===== config.mk =====
export PLATFORM = sky130hd
export DESIGN_NAME = vram_dma_ctrl
export DESIGN_NICKNAME = d
export VERILOG_FILES = /design/src/rtl/vram_dma_pkg.sv /design/src/rtl/vram_dma_ctrl.sv
export SDC_FILE = /design/constraint.sdc
export NUM_CORES = 1
export LEC_CHECK = 0
export BUFFER_PORTS_ARGS = -buffer_cell sky130_fd_sc_hd__buf_2
export CELL_PAD_IN_SITES_DETAIL_PLACEMENT = 1
export CELL_PAD_IN_SITES_GLOBAL_PLACEMENT = 1
export CORE_MARGIN = 8
export CORE_UTILIZATION = 37
export DETAILED_ROUTE_END_ITERATION = 7
export PLACE_DENSITY = 0.85
export SETUP_SLACK_MARGIN = 0.4
export SLEW_MARGIN = 30
export SYNTH_ARGS = -nofsm -noshare
export SYNTH_HDL_FRONTEND = slang
export SYNTH_SLANG_ARGS = --single-unit

===== constraint.sdc =====
create_clock -name clk -period 1.95 [get_ports clk]
set_clock_uncertainty 0.2 [all_clocks]
set_input_delay 0 -clock clk [delete_from_list [all_inputs] [get_ports clk]]
set_output_delay 0 -clock clk [all_outputs]
set_load 0.02 [all_outputs]

===== src/rtl/vram_dma_pkg.sv =====
// Shared types and constants for the CGB VRAM DMA controller.
// HDMA1..HDMA5 register offsets, block geometry and FSM states.
package vram_dma_pkg;

  localparam int         BLOCK_BYTES = 16;
  localparam logic [6:0] LEN_DONE    = 7'h7F;

  localparam logic [2:0] REG_HDMA1 = 3'd1;
  localparam logic [2:0] REG_HDMA2 = 3'd2;
  localparam logic [2:0] REG_HDMA3 = 3'd3;
  localparam logic [2:0] REG_HDMA4 = 3'd4;
  localparam logic [2:0] REG_HDMA5 = 3'd5;

  typedef enum logic [2:0] {
    S_IDLE,
    S_G_RD,
    S_G_WR,
    S_H_WAIT,
    S_H_RD,
    S_H_WR,
    S_H_LINE
  } state_e;

endpackage


===== src/rtl/vram_dma_ctrl.sv =====
// CGB VRAM DMA controller: GDMA/HDMA block copies from the
// system bus into VRAM, stalling the CPU while bytes move.
module vram_dma_ctrl
  import vram_dma_pkg::*;
#(
  parameter int BLOCK_BYTES = 16
) (
  input  logic        clk,
  input  logic        reset,
  input  logic        cpu_en,
  input  logic        cgb,
  input  logic [2:0]  reg_sel,
  input  logic        reg_write,
  input  logic [7:0]  reg_wdata,
  output logic [7:0]  reg_rdata,
  input  logic        lcd_on,
  input  logic        hblank,
  output logic [15:0] src_addr,
  input  logic [7:0]  src_rdata,
  output logic        src_read,
  output logic [12:0] vram_addr,
  output logic [7:0]  vram_wdata,
  output logic        vram_write,
  output logic        cpu_stall
);

  localparam logic [3:0] LAST = 4'(BLOCK_BYTES - 1);

  state_e      state_q, state_d;
  logic [11:0] src_sh_q, src_sh_d;
  logic [8:0]  dst_sh_q, dst_sh_d;
  logic [15:0] src_q, src_d;
  logic [12:0] dst_q, dst_d;
  logic [6:0]  len_q, len_d;
  logic [3:0]  cnt_q, cnt_d;
  logic        hb_q, hb_d;
  logic        term_q, term_d;
  logic [7:0]  wdat_q, wdat_d;

  logic wr5, stop, hb_rise, rd, wr;

  assign rd = (state_q == S_G_RD) || (state_q == S_H_RD);
  assign wr = (state_q == S_G_WR) || (state_q == S_H_WR);

  always_comb begin
    state_d  = state_q;
    src_sh_d = src_sh_q;
    dst_sh_d = dst_sh_q;
    src_d    = src_q;
    dst_d    = dst_q;
    len_d    = len_q;
    cnt_d    = cnt_q;
    term_d   = term_q;
    wdat_d   = wr ? src_rdata : wdat_q;
    hb_d     = hblank;
    wr5      = cgb && reg_write && (reg_sel == REG_HDMA5);
    stop     = wr5 && !reg_wdata[7];
    hb_rise  = hblank && !hb_q;

    if (cgb && reg_write) begin
      case (reg_sel)
        REG_HDMA1: src_sh_d[11:4] = reg_wdata;
        REG_HDMA2: src_sh_d[3:0]  = reg_wdata[7:4];
        REG_HDMA3: dst_sh_d[8:4]  = reg_wdata[4:0];
        REG_HDMA4: dst_sh_d[3:0]  = reg_wdata[7:4];
        default: ;
      endcase
    end

    unique case (state_q)
      S_IDLE: begin
        term_d = 1'b0;
        if (wr5) begin
          len_d   = reg_wdata[6:0];
          src_d   = {src_sh_q, 4'h0};
          dst_d   = {dst_sh_q, 4'h0};
          cnt_d   = 4'd0;
          state_d = reg_wdata[7] ? S_H_WAIT : S_G_RD;
        end
      end
      S_G_RD: state_d = S_G_WR;
      S_G_WR, S_H_WR: begin
        src_d = src_q + 16'd1;
        dst_d = dst_q + 13'd1;
        cnt_d = cnt_q + 4'd1;
        if (cnt_q == LAST) begin
          if (len_q == 7'd0) begin
            len_d   = LEN_DONE;
            state_d = S_IDLE;
          end else begin
            len_d   = len_q - 7'd1;
            state_d = (state_q == S_G_WR) ? S_G_RD : S_H_LINE;
          end
        end else begin
          state_d = (state_q == S_G_WR) ? S_G_RD : S_H_RD;
        end
        // a terminate seen during the read lands here
        if ((state_q == S_H_WR) && (term_q || stop))
          state_d = S_IDLE;
      end
      S_H_WAIT: begin
        if (stop)
          state_d = S_IDLE;
        else if (hb_rise || !lcd_on)
          state_d = S_H_RD;
      end
      S_H_RD: begin
        state_d = S_H_WR;
        if (stop) term_d = 1'b1;
      end
      S_H_LINE: begin
        if (stop)
          state_d = S_IDLE;
        else if (!hblank || !lcd_on)
          state_d = S_H_WAIT;
      end
      default: state_d = S_IDLE;
    endcase

    if (!cgb) state_d = S_IDLE;
  end

  always_ff @(posedge clk) begin
    if (reset) begin
      state_q  <= S_IDLE;
      src_sh_q <= '0;
      dst_sh_q <= '0;
      src_q    <= '0;
      dst_q    <= '0;
      len_q    <= LEN_DONE;
      cnt_q    <= '0;
      hb_q     <= 1'b0;
      term_q   <= 1'b0;
      wdat_q   <= '0;
    end else if (cpu_en) begin
      state_q  <= state_d;
      src_sh_q <= src_sh_d;
      dst_sh_q <= dst_sh_d;
      src_q    <= src_d;
      dst_q    <= dst_d;
      len_q    <= len_d;
      cnt_q    <= cnt_d;
      hb_q     <= hb_d;
      term_q   <= term_d;
      wdat_q   <= wdat_d;
    end
  end

  assign src_read   = rd;
  assign src_addr   = src_q;
  assign vram_write = wr;
  assign vram_addr  = dst_q;
  assign vram_wdata = wr ? src_rdata : wdat_q;
  assign cpu_stall  = rd || wr;
  assign reg_rdata  = (reg_sel == REG_HDMA5)
                    ? {state_q == S_IDLE, len_q}
                    : 8'hFF;

endmodule

* After elaboration in Yosys (flattened, before gate mapping)
Cells that the tools add are included.
W data, S select, Z words.
** Storage, ports and cells
- Register bits after elaboration :: 74
- Logic and storage cells :: 89
** Operators by class
- $add $sub $neg :: 4
- Equality and inequality tests :: 18
- Muxes and demuxes :: 27
- Reduce and logical (&&, ||, !) cells :: 28
** Operators with widths (count)
- $mux W3 :: 11
- $pmux W16 S2 :: 1
- $pmux W13 S2 :: 1
- $mux W7 :: 3
- $pmux W3 S6 :: 1
- $reduce_and A3 Y1 :: 6
- $add A16 B1 Y16 const B :: 1
- $mux W16 :: 1
- $mux W8 :: 2
- $eq A3 B3 Y1 const B :: 5
- $pmux W7 S2 :: 1
- $add A13 B1 Y13 const B :: 1
- $mux W13 :: 1
- $eq A3 B2 Y1 const B :: 4
- $ne A4 B4 Y1 const B :: 2
- $pmux W4 S2 :: 1
- $reduce_and A4 Y1 :: 2
- $logic_not A7 Y1 :: 1
- $sub A7 B1 Y7 const B :: 1
- $eq A3 B1 Y1 const B :: 2
- $logic_or A1 B1 Y1 :: 6
- $ne A2 B2 Y1 const B :: 3
- $logic_and A1 B1 Y1 :: 5
- $add A4 B1 Y4 const B :: 1
- 10 further kinds :: 14

* Logic depth before layout (Yosys ltp)
- Depth in word-level cells :: 8
- Gate-level depth with buffers :: 8
- Depth with buffers taken out :: 7

* Least setup slack after synthesis
Ideal clock, no wire load.
- Kind :: register -> register
- Start point :: register src_q[0] (netlist: src_addr[0])
- End point :: register src_q[14] (netlist: src_addr[14])
- Setup time :: 79 ps
- Arrival time :: 1829 ps
- Required time :: 1671 ps
- Slack :: -159 ps
- Cell stages (with the launch flop) :: 7
- Buffers on the path :: 0
- Clock period less this slack :: 2109 ps
- Path through :: dfxtp_1 ha_1 inv_1 or4_1 o21ai_1 a21oi_1 a211oi_2
** On the way
- Longest elaborated chain between the ends :: 2
** RTL lines
- from (decl) :: line vram_dma_ctrl.sv:32 : logic [15:0] src_q, src_d;
- from (signal assigned) :: line vram_dma_ctrl.sv:139 : src_q <= src_d;
- $add A16 B1 Y16 :: line vram_dma_ctrl.sv:83 : src_d = src_q + 16'd1;
- $pmux W16 S2 :: line vram_dma_ctrl.sv:70 : unique case (state_q)
Every way passes these cells.
A chain may end at the register's enable or synchronous reset.

* Final worst setup path
- Start point :: register state_q[0]
- End point :: register src_q[5] (netlist: src_addr[5])
** On the way
- Longest elaborated chain between the ends :: 4
- Elaborated cells between the ends (all ways) :: 8
- Classes of those cells :: eq/ne: 3; mux: 1; reduce/logical: 4
** RTL lines
- from (decl) :: line vram_dma_ctrl.sv:29 : state_e state_q, state_d;
- from (signal assigned) :: line vram_dma_ctrl.sv:136 : state_q <= state_d;
- $eq A3 B2 Y1 or $eq A3 B3 Y1 (tied branches) :: line vram_dma_ctrl.sv:70
- $reduce_or A2 Y1 :: line vram_dma_ctrl.sv:70
- $reduce_bool A2 Y1 (no line)
- $reduce_and A3 Y1 (no line)
Several ways; a longest one is shown, not always the timed one.

==> flow_metrics.env <==
export IMPL_fin_ws_ns=-0.0597
export IMPL_nFillCells=1245
export IMPL_cts_clk_slew_worst_paths_ns=0.09
export IMPL_min_period_ns=2.01
export IMPL_vias_per_cell=6.17
export IMPL_yosysTopAreaCell="dfxtp_1"
export IMPL_design_core_area_mm2=0.0107
export IMPL_die_h_um=120
export IMPL_area_delta_synth_final_pct=58.9
export IMPL_fmax_ghz=0.498
export IMPL_port_buffers=73
export IMPL_gp_congestion=0.823
export IMPL_start_util_pct=37.6
export IMPL_rsz0062_at_grt="true"
export IMPL_cts_buffer_depth=2
export IMPL_grt_overflow=0
export IMPL_critPathRequiredTime_ns=1.99
export IMPL_layoutNonFillerInstCount=809
export IMPL_arrival_ns=2.05
export IMPL_stdcell_area_mm2=0.00641
export IMPL_worstSetupStartpoint="state_q[0]$_SDFFE_PP0P_"
export IMPL_synthMostInstantiatedCell="nand2_1"
export IMPL_wl_um=20800
export IMPL_root_buffer="clkbuf_8"
export IMPL_violations="negative setup slack"
export IMPL_wl_per_cell_um=25.6
export IMPL_antenna_found_initial=0
export IMPL_async_flop_share_pct=0
export IMPL_htreeDepth=3
export IMPL_finalHoldViolCount=0
export IMPL_critPathLaunchType="register"
export IMPL_initialDrtViolationCount=411
export IMPL_synth_commonest_cells="nand2_1, dfxtp_1, nor2_1"
export IMPL_min_from="reset"
export IMPL_yosys_area_top_type_share_pct=36.7
export IMPL_worstMarginPinSlew_ns=0.594
export IMPL_end_kind="register"
export IMPL_peakVddDrop_v=0.000313
export IMPL_netlist_top_cells_area="dfxtp_1, nand2_1, mux2i_1"
export IMPL_cts_made_buffers=9
export IMPL_cts_sink_count=74
export IMPL_cp_max_fo=7
export IMPL_ys_seq_area_share_pct=36.7
export IMPL_syn_inst=495
export IMPL_r2r_start="state_q[0]$_SDFFE_PP0P_"
export IMPL_power_leakage_nw=2.63
export IMPL_dp_hpwl_um=10100
export IMPL_nets=693
export IMPL_clock_latency_ns=0.37
export IMPL_finalSetupTns_ns=-0.207
export IMPL_drive_gt1_share_pct=46.4
export IMPL_dieArea_mm2=0.0145
export IMPL_cts_tree="built"
export IMPL_dp_slack_ns=0.00712
export IMPL_dpl_cell_area_mm2=0.00487
export IMPL_grt_max_degree=20
export IMPL_slew_headroom_pct=60.3
export IMPL_synth_flop_cell="dfxtp_1"
export IMPL_ys_types=65
export IMPL_synth_area_mm2=0.00404
export IMPL_holdWs_ns=0.0219
export IMPL_ant_nets=0
export IMPL_grt_pass1_wl_um=28700
export IMPL_slew_viol_final=0
export IMPL_groute_usage_overall_pct=25.2
export IMPL_die_w_um=120
export IMPL_crit_chain="and3b_2, buf_4, o21ai_4, nand2_4, a21oi_1, a2111oi_4"
export IMPL_via_count=4990
export IMPL_syn_avg_cell_area_um2=8.15
export IMPL_ys_ff_latch=74
export IMPL_rows=38
export IMPL_ios=74
export IMPL_finalCritPeriodShare_pct=103
export IMPL_path_delay_family="compound AO/OA/AOI/OAI gates"
export IMPL_drc=0
export IMPL_synth_edff_count=0
export IMPL_drt_first_pass_iters=5
export IMPL_status="complete, but fails checks"
export IMPL_slowest_stage="dfxtp_4"
export IMPL_worstSetupPathType="register to register"
export IMPL_yosys_warnings=0
export IMPL_hp_class="primary input to register"
export IMPL_critPathMaxStageDelay_ns=0.39
export IMPL_grt_pass1_vias=5155
export IMPL_powerDensity_mw_per_mm2=548
export IMPL_max_cap_viol_count=0
export IMPL_setup_viol=10
export IMPL_dp_cells=700
export IMPL_crit_buf_inv=1
export IMPL_syn_nets=525
==> kinds of logic (layout without fill, tap and decap cells) <==
logic type / count (synthesis) / in the layout / share of synthesized area, %
other cells: 0 / 1 / 0
mux: 31 / 31 / 7.72
fa+ha+maj: 4 / 4 / 1.24
xor+xnor: 14 / 14 / 3.04
flops: 74 / 74 / 36.7
simple gates: 213 / 213 / 25.9
compound gates: 114 / 116 / 19.8
buf+inv: 45 / 216 / 5.55
==> flip-flops by register name, indices dropped and copies added (netlist names) <==
name	count
hb_q	1
state_q	3
dst_sh_q	9
vram_addr	13
len_q	7
cnt_q	4
term_q	1
src_addr	16
src_sh_q	12
wdat_q	8
==> worst min-delay path: cells and delay by family <==
kind | cells | cell delay (ns)
simple gates | 1 | 0.12
buf+inv | 2 | 0.42
==> where the power goes <==
group | internal [mW] | leakage (nW) | switching (mW)
Sequential | 1.52 | 0.612 | 0.0378
Combinational | 0.272 | 1.91 | 0.333
Clock | 0.702 | 0.112 | 0.647
==> worst paths after layout <==
path | to | slack [ns] | cells past startpoint
setup / recovery | src_addr[5]$_SDFFE_PP0P_ | -0.06 | 6
hold / removal | src_sh_q[0]$_SDFFE_PP0P_ | 0.02 | 3
setup reg to reg | src_addr[5]$_SDFFE_PP0P_ | -0.06 | 6
hold reg to reg | wdat_q[3]$_SDFFE_PP0P_ | 0.29 | 2
==> per-layer routing <==
layer	GRT usage, %	up-vias	share of wire, %
li1	-	2135	-
met1	27.0	2479	37
met2	44.3	272	51
met3	6.62	104	6.7
met4	14.2	0	5.4
met5	0	-	0
==> cells in the final DEF (no fill, tap or decap), types with 9 or more instances in the layout <==
master         netlist  routed
dfxtp_1             74      50
mux2i_1             30      30
buf_6                4      20
nor2_1              51      49
o21ai_1              9      10
nand2_2              1      19
dfxtp_2              0       9
clkbuf_8             0      10
buf_12               0      10
a21oi_2              0      21
nand2_1             81      58
buf_2               10      62
buf_4                3      66
nand3_1             12      12
nand4_1             12      12
a21oi_1             39      18
dfxtp_4              0      15
dlygate4sd3_1        0      31
==> through the flow <==
step	utilization [%]	power (mW)
after global routing	59.7	3.59
after floorplan	-	1.82
after CTS	55.4	3.40
final	59.7	3.51
after global placement	45.3	1.95
after detailed placement	45.3	1.96
==> cell type report <==
type	count	area, µm²	share of cell area, %
flip-flops and latches	74	1550	24.1
clock inverters	4	46.3	0.722
diodes	1	2.50	0.0390
inverters	8	30.0	0.468
clock buffers	12	166	2.59
repair buffers	192	1600	25.0
multi-input cells	378	2840	44.3
well taps	140	175	2.73
==> timing repair <==
item | 4_1_cts | 5_1_grt
hold endpoints to repair | 46 | 0
pin swaps | 32 | 22
hold buffers | 31 | 0
setup buffers | 34 | 23
endpoints found under the setup margin | 62 | 64
gates resized for setup | 68 | 57
gates cloned | 2 | 2
Note: power is estimated with default switching activity, not from simulation.
